[src/rtl/sccb_target_if.sv]
// SCCB bus wires between a master and the camera-side register target.
// sio_d is the resolved open-drain wire; the target only ever pulls it low via sio_d_oe.
interface sccb_target_if;
  logic sio_c;
  logic sio_d;
  logic sio_d_oe;

  modport master (output sio_c, output sio_d, input sio_d_oe);
  modport slave  (input sio_c, input sio_d, output sio_d_oe);
endinterface

[src/rtl/sccb_target.sv]
// SCCB register target: oversamples the bus on clk_24, decodes 3-phase writes and
// 2-phase write + 2-phase read transactions, and acks/reads by pulling sio_d low.
module sccb_target #(
  parameter logic [7:0] DEVICE_ID   = 8'h42,
  parameter int         SYNC_STAGES = 2
) (
  input  logic          clk_24,
  input  logic          reset,
  sccb_target_if.slave  sccb,
  output logic [7:0]    reg_addr,
  output logic [7:0]    reg_wdata,
  output logic          reg_wr,
  input  logic [7:0]    reg_rdata,
  output logic          busy,
  output logic          id_miss
);

  typedef enum logic [3:0] {
    IDLE, ID, ID_ACK, SUB, SUB_ACK, WDATA, WDATA_ACK, RDATA, RD_NA, IGNORE
  } state_t;

  state_t                 state;
  logic [SYNC_STAGES-1:0] c_sync;
  logic [SYNC_STAGES-1:0] d_sync;
  logic                   c_prev;
  logic                   d_prev;
  logic [2:0]             bit_cnt;
  logic [6:0]             rx_shift;
  logic [6:0]             tx_shift;
  logic                   ack_phase;
  logic                   rw;
  logic                   rd_last;

  logic       c_s;
  logic       d_s;
  logic       scl_rise;
  logic       scl_fall;
  logic       start_det;
  logic       stop_det;
  logic [7:0] byte_in;

  // Synchronizers and history flops preset high so reset looks like an idle bus.
  always_ff @(posedge clk_24 or posedge reset) begin
    if (reset) begin
      c_sync <= '1;
      d_sync <= '1;
      c_prev <= 1'b1;
      d_prev <= 1'b1;
    end else begin
      c_sync <= {c_sync[SYNC_STAGES-2:0], sccb.sio_c};
      d_sync <= {d_sync[SYNC_STAGES-2:0], sccb.sio_d};
      c_prev <= c_sync[SYNC_STAGES-1];
      d_prev <= d_sync[SYNC_STAGES-1];
    end
  end

  assign c_s       = c_sync[SYNC_STAGES-1];
  assign d_s       = d_sync[SYNC_STAGES-1];
  assign scl_rise  = c_s & ~c_prev;
  assign scl_fall  = ~c_s & c_prev;
  // START/STOP need scl high on both samples so a simultaneous scl fall never qualifies.
  assign start_det = c_s & c_prev & ~d_s & d_prev;
  assign stop_det  = c_s & c_prev & d_s & ~d_prev;
  assign byte_in   = {rx_shift, d_s};
  assign busy      = (state != IDLE);

  always_ff @(posedge clk_24 or posedge reset) begin
    if (reset) begin
      state         <= IDLE;
      bit_cnt       <= 3'd0;
      rx_shift      <= 7'd0;
      tx_shift      <= 7'd0;
      ack_phase     <= 1'b0;
      rw            <= 1'b0;
      rd_last       <= 1'b0;
      sccb.sio_d_oe <= 1'b0;
      reg_addr      <= 8'd0;
      reg_wdata     <= 8'd0;
      reg_wr        <= 1'b0;
      id_miss       <= 1'b0;
    end else begin
      reg_wr  <= 1'b0;
      id_miss <= 1'b0;
      if (start_det) begin
        state         <= ID;
        bit_cnt       <= 3'd0;
        sccb.sio_d_oe <= 1'b0;
      end else if (stop_det) begin
        state         <= IDLE;
        sccb.sio_d_oe <= 1'b0;
      end else begin
        case (state)
          IDLE: ;
          ID, SUB, WDATA: begin
            if (scl_rise) begin
              rx_shift <= byte_in[6:0];
              bit_cnt  <= bit_cnt + 3'd1;
              if (bit_cnt == 3'd7) begin
                ack_phase <= 1'b0;
                if (state == ID) begin
                  if (byte_in[7:1] == DEVICE_ID[7:1]) begin
                    rw    <= byte_in[0];
                    state <= ID_ACK;
                  end else begin
                    id_miss <= 1'b1;
                    state   <= IGNORE;
                  end
                end else if (state == SUB) begin
                  reg_addr <= byte_in;
                  state    <= SUB_ACK;
                end else begin
                  reg_wdata <= byte_in;
                  reg_wr    <= 1'b1;
                  state     <= WDATA_ACK;
                end
              end
            end
          end
          // First scl fall drives the ack, the second releases it and moves on.
          ID_ACK, SUB_ACK, WDATA_ACK: begin
            if (scl_fall) begin
              if (!ack_phase) begin
                sccb.sio_d_oe <= 1'b1;
                ack_phase     <= 1'b1;
              end else begin
                ack_phase     <= 1'b0;
                bit_cnt       <= 3'd0;
                sccb.sio_d_oe <= 1'b0;
                if (state == ID_ACK && rw) begin
                  state         <= RDATA;
                  tx_shift      <= reg_rdata[6:0];
                  sccb.sio_d_oe <= ~reg_rdata[7];
                  rd_last       <= 1'b0;
                end else if (state == ID_ACK) begin
                  state <= SUB;
                end else if (state == SUB_ACK) begin
                  state <= WDATA;
                end else begin
                  state <= IGNORE;
                end
              end
            end
          end
          RDATA: begin
            if (scl_rise) begin
              if (bit_cnt == 3'd7) rd_last <= 1'b1;
              else                 bit_cnt <= bit_cnt + 3'd1;
            end else if (scl_fall) begin
              if (rd_last) begin
                sccb.sio_d_oe <= 1'b0;
                state         <= RD_NA;
              end else begin
                sccb.sio_d_oe <= ~tx_shift[6];
                tx_shift      <= {tx_shift[5:0], 1'b0};
              end
            end
          end
          RD_NA: begin
            if (scl_rise) state <= IGNORE;
          end
          IGNORE: sccb.sio_d_oe <= 1'b0;
          default: begin
            state         <= IDLE;
            sccb.sio_d_oe <= 1'b0;
          end
        endcase
      end
    end
  end

endmodule
[src/flat_wrapper.sv]
// flat-port wrapper written by rule: the top's interface ports become plain ports
module sccb_target_flat 
#(
  parameter logic [7:0] DEVICE_ID   = 8'h42,
  parameter int         SYNC_STAGES = 2
)
  (clk_24, reset, reg_addr, reg_wdata, reg_wr, reg_rdata, busy, id_miss, sccb_sio_c, sccb_sio_d, sccb_sio_d_oe);
  sccb_target_if sccb_i ();
  input  logic clk_24;
  input  logic reset;
  output logic [7:0] reg_addr;
  output logic [7:0] reg_wdata;
  output logic reg_wr;
  input  logic [7:0] reg_rdata;
  output logic busy;
  output logic id_miss;
  input wire logic [$bits(sccb_i.sio_c)-1:0] sccb_sio_c;
  input wire logic [$bits(sccb_i.sio_d)-1:0] sccb_sio_d;
  output wire logic [$bits(sccb_i.sio_d_oe)-1:0] sccb_sio_d_oe;
  assign sccb_i.sio_c = sccb_sio_c;
  assign sccb_i.sio_d = sccb_sio_d;
  assign sccb_sio_d_oe = sccb_i.sio_d_oe;
  sccb_target #(.DEVICE_ID(DEVICE_ID), .SYNC_STAGES(SYNC_STAGES)) u_core (.clk_24(clk_24), .reset(reset), .sccb(sccb_i), .reg_addr(reg_addr), .reg_wdata(reg_wdata), .reg_wr(reg_wr), .reg_rdata(reg_rdata), .busy(busy), .id_miss(id_miss));
endmodule
[config.mk]
export PLATFORM = sky130hd
export DESIGN_NAME = sccb_target_flat
export DESIGN_NICKNAME = d
export VERILOG_FILES = /design/src/rtl/sccb_target_if.sv /design/src/rtl/sccb_target.sv /design/src/flat_wrapper.sv
export SDC_FILE = /design/constraint.sdc
export NUM_CORES = 1
export LEC_CHECK = 0
export CAP_MARGIN = 20
export CORE_ASPECT_RATIO = 0.9
export CORE_MARGIN = 2
export CORE_UTILIZATION = 45
export DETAILED_ROUTE_END_ITERATION = 8
export PLACE_DENSITY = 0.76
export REMOVE_ABC_BUFFERS = 1
export SKIP_CTS_REPAIR_TIMING = 1
export SYNTH_ARGS = -nofsm -noshare
export SYNTH_HDL_FRONTEND = slang
export SYNTH_SLANG_ARGS = --single-unit
[constraint.sdc]
create_clock -name clk_24 -period 3.15 [get_ports clk_24]
set_clock_uncertainty 0.2 [all_clocks]
set_input_delay 0.4725 -clock clk_24 [delete_from_list [all_inputs] [get_ports clk_24]]
set_output_delay 0.4725 -clock clk_24 [all_outputs]
set_load 0.1 [all_outputs]
### Word-level counts from Yosys, hierarchy flattened

Cells that the tools add are included.

| cells by class | value |
|---|---|
| $add $sub $neg | 1 |
| equality and inequality tests | 37 |
| mux-type cells | 66 |
| bitwise gates (word level) | 17 |
| reductions and logical operators | 20 |

Operators with widths:

| cell | number |
|---|---|
| $mux W4 | 15 |
| $mux W7 | 6 |
| $mux W1 | 31 |
| $ne A4 B1 Y1 const B | 7 |
| $reduce_and A7 Y1 | 4 |
| $mux W3 | 7 |
| $pmux W4 S5 | 1 |
| $ne A2 B1 Y1 const B | 9 |
| $ne A3 B1 Y1 const B | 6 |
| $reduce_and A9 Y1 | 2 |
| $eq A4 B3 Y1 const B | 4 |
| $pmux W7 S2 | 1 |
| $not A1 Y1 | 10 |
| $pmux W3 S3 | 1 |
| $eq A4 B2 Y1 const B | 2 |
| $eq A4 B4 Y1 const B | 2 |
| $reduce_and A4 Y1 | 2 |
| $reduce_and A8 Y1 | 1 |
| $reduce_bool A4 Y1 | 2 |
| $and A1 B1 Y1 | 7 |
| $eq A7 B6 Y1 const B | 1 |
| $reduce_and A6 Y1 | 1 |
| $reduce_or A3 Y1 | 2 |
| $reduce_or A5 Y1 | 1 |
| 13 further kinds | 16 |

| storage, ports and cells | value |
|---|---|
| bits in registers | 49 |
| bits of input ports | 12 |
| output and inout port bits | 20 |
| word-level logic and storage cells | 157 |

### Depth between registers and ports, before layout

| logic depth | value |
|---|---|
| depth after elaboration | 9 |
| mapped depth | 8 |
| mapped depth without buffers | 7 |

### Worst setup path before layout

Ideal clock, no wire load.

| timing | value |
|---|---|
| path kind | reg2reg |
| start point | register u_core.state[3] |
| end point | register u_core.reg_wdata[0] |
| library setup time | 125 ps |
| data arrival time | 1902 ps |
| required time | 2825 ps |
| path slack | 922 ps |
| stages on the path, launching flop included | 9 |
| buffers on the path | 3 |
| period minus slack after synthesis | 2228 ps |
| cells stage by stage | dfrtp_1 > buf_4 > nor2b_4 > clkbuf_4 > nand2_1 > or2_1 > buf_6 > a211oi_4 > mux2_2 |

| between the ends | value |
|---|---|
| word-level cells in the longest chain between the ends | 3 |
| elaborated cells between the ends (all ways) | 7 |
| classes of those cells | 3 x eq/ne; 2 x bitwise; 2 x reduce/logical |

RTL lines:

| what | line | source |
|---|---|---|
| start: declaration | sccb_target.sv:22 | `state_t state;` |
| start signal: assignment | sccb_target.sv:69 | `state <= IDLE;` |
| start signal: assignment | sccb_target.sv:85 | `state <= ID;` |
| start signal: assignment | sccb_target.sv:89 | `state <= IDLE;` |
| $eq A4 B3 Y1 (tied with other cells) | sccb_target.sv:92 | `case (state)` |
| $reduce_or A3 Y1 or $not A1 Y1 (tied branches) | n/a |  |
| $reduce_and A7 Y1 (no source line) * | n/a |  |
| end signal: assignment | sccb_target.sv:112 | `reg_wdata <= byte_in;` |
| end: declaration | sccb_target.sv:11 | `output logic [7:0] reg_wdata,` |

Mark *: on every way between the ends. The rest lies on a longest branch, timed or not.
A chain may end at the register's enable or synchronous reset.

### Final worst setup path

| timing | value |
|---|---|
| start point | register u_core.state[2] |
| end point | register u_core.reg_wdata[1] |

The elaborated chain is that of the path after synthesis.

==> run metrics <==
outcome finished, final reports clean; total clock buffers created by CTS 5; number of input and output port buffers inserted 31; total of warnings raised by yosys 0; switching power summed over all nets 650 µW; DRT iter0 DRCs 345; relative contribution of combinational cells to total power 33.9%; Final Slew Violations 0; most used standard cell by instance count after synthesis sky130_fd_sc_hd__dfrtp_1; floorplan core area 0.00519 mm²; number of search-and-repair iterations in the first detailed-routing pass 4; worst-path cell chain nand2_1 -> nand2_1 -> or2_1 -> a211oi_4 -> mux2_2; global router's overall resource usage 17.9%; slowest CP cell sky130_fd_sc_hd__dfrtp_1; Async SR Flop Fraction 100%; worst stage delay on the critical path 0.55 ns; max-capacitance violation count 0; Finished Layout Cells 304; transition at the pin with the smallest max-transition slack 0.669 ns; Fillers 469; clk buf depth 2; number of enable flip-flop cells after synthesis 0; ratio of routed vias to standard cells 5.66; flops & latches, synth 49; TritonCTS sink count 49; class of the worst hold path reg -> reg; Routed WL 4.72 mm; residual DRC count 0; GP Congestion 0.998; post-synth top area share 45.0%; # IOs 32; VDD IR-drop max 0.429 mV; layout overhead on the synthesized area 16.9%; TritonCTS clock tree yes; required time of the critical path 3.14 ns; vias in the first global route 1692; ANT cells 0; net count of the finished layout 250; routed vias 1721; sequential-to-total area share from yosys stat 51.7%; post-synthesis average cell area 11.7 µm²; unrepaired setup endpoints after global routing no; total internal power 1.11 mW; kind of start point of the critical path flop; most used flip-flop cell after synthesis sky130_fd_sc_hd__dfrtp_1; pin count of the biggest net entering global routing 50; global-route wire length before repair 8.09 mm; switching portion of total power 36.9%; Detailed Place HPWL 3.35 mm; number of unique standard cell types used by synthesis 48; number of buffer and inverter instances along the worst setup path 0; sort of element at the end of the critical path flop; number of cells after detailed placement 296; initial standard-cell utilization of the core 46.0%; post-synthesis instance area 0.00239 mm²; maximum achievable frequency 400 MHz; Sequential Power Share 44.5%; power per cell area 630 mW/mm²; die height 73.1 µm; Static Leakage 1.26 nW; Overflow after GRT 0; Area contributors post-synth sky130_fd_sc_hd__dfrtp_1, sky130_fd_sc_hd__mux2_2, sky130_fd_sc_hd__dfstp_2; per-cell routed wire length 15.5 µm; CP Class reg -> reg; aggregate negative setup slack 0 ns; top cells by count, synth sky130_fd_sc_hd__dfrtp_1, sky130_fd_sc_hd__mux2_2, sky130_fd_sc_hd__nor2_1; cell seen most often among critical-path stages sky130_fd_sc_hd__nand2_1; biggest area consumer among synthesized cells sky130_fd_sc_hd__dfrtp_1; Clock Power Share 21.7%; area of the die 0.00591 mm²; final count of negative-setup-slack endpoints 0; Routed Antenna Nets 0; Max transition margin 55.0%; Worst-path clk slew 0.09 ns; clock latency at the later pin of the worst-skew pair 0.30 ns; root buffer cell sky130_fd_sc_hd__clkbuf_8; Syn Inst Count 205; number of endpoints with negative hold slack in the final report 0; die span in x 80.8 µm; fraction of the cycle the final worst path needs 79.4%; Arr. time, crit path 2.49 ns; H-tree Lvls 2; largest fanout of any net on the critical path 16; layout cell share with drive strength beyond 1 34.2%; std cell rows 25; minimum clock period after layout 2.50 ns; dominant delay contributor by cell family on the critical path simple AND/OR/NAND/NOR gates; antenna violations before repair 0
## worst paths after layout
kind	from	end	slack, ns	cells past startpoint
max reg2reg	u_core.state[2]	u_core.reg_wdata[1]	0.65	5
min	u_core.d_sync[0]	u_core.d_sync[1]	0.16	0
min in group asynchronous	reset	u_core.rd_last	0.45	3
max	u_core.state[2]	u_core.reg_wdata[1]	0.65	5
min reg2reg	u_core.d_sync[0]	u_core.d_sync[1]	0.16	0
max in group asynchronous	reset	u_core.reg_addr[0]	1.90	3
## flip-flops by register name (all words and copies together), names as in the netlist
register / flops
u_core.tx_shift: 7
u_core.state: 4
u_core.rw: 1
u_core.reg_addr: 8
u_core.rx_shift: 7
u_core.d_prev: 1
u_core.reg_wr: 1
u_core.reg_wdata: 8
u_core.bit_cnt: 3
u_core.c_prev: 1
u_core.c_sync: 2
u_core.rd_last: 1
u_core.d_sync: 2
u_core.ack_phase: 1
u_core.sccb.sio_d_oe: 1
u_core.id_miss: 1
## through the flow
step,worst slack (ns),utilization (%),total power [mW],hold slack (ns),instance area [µm²]
finish,0.648,53.8,1.76,0.157,2790
CTS,0.669,53.8,1.76,0.159,2790
detailed placement,0.686,52.0,1.38,0.147,2700
global placement,0.700,52.0,1.37,0.145,2700
floorplan,0.790,-,1.22,0.145,2320
global route,0.414,53.8,1.86,0.165,2790
## power by group through the flow
stage	clock network, mW	logic (mW)	registers (mW)
floorplan	0	0.362	0.860
global placement	0	0.578	0.789
detailed placement	0	0.589	0.792
CTS	0.390	0.592	0.782
global route	0.421	0.644	0.796
finish	0.382	0.596	0.783
## cells by family after synthesis
kind of cell	count (synthesis)	synth area share (%)
compound gates	37	10.7
xor+xnor	1	0.367
mux	38	17.8
flops	49	51.6
simple gates	58	14.3
fa+ha+maj	2	1.05
buf+inv	20	4.09
## layout make-up
class / instances / area [µm²] / share of cell area, %
clock buffer: 7 / 86.3 / 3.09
tap: 67 / 83.8 / 3.00
clock inverter: 1 / 7.51 / 0.269
multi-input combinational: 136 / 1060 / 37.9
sequential: 49 / 1230 / 44.2
inverter: 9 / 33.8 / 1.21
timing repair buffer: 35 / 290 / 10.4
## placed cells by master, fill, tap and decap left out, drive strengths merged, types with 4 or more instances in the layout
| cell type | instances |
|---|---|
| clkdlybuf4s50 | 11 |
| dfrtp | 43 |
| buf | 24 |
| nand2 | 8 |
| nor2 | 12 |
| o21ai | 10 |
| dfstp | 6 |
| nor3 | 10 |
| mux2 | 36 |
| a21oi | 9 |
| inv | 9 |
| nand2b | 4 |
| clkbuf | 7 |
| nor3b | 4 |
## per-layer routing
layer  up-vias  share of wire (%)  global-route usage [%]
met5         -                  0                       0
met4         0                2.1                    8.29
met3        10                4.5                    3.34
met2        48                 47                    26.9
li1        811                  -                       -
met1       852                 46                    25.3
Note: power is estimated with default switching activity, not from simulation.
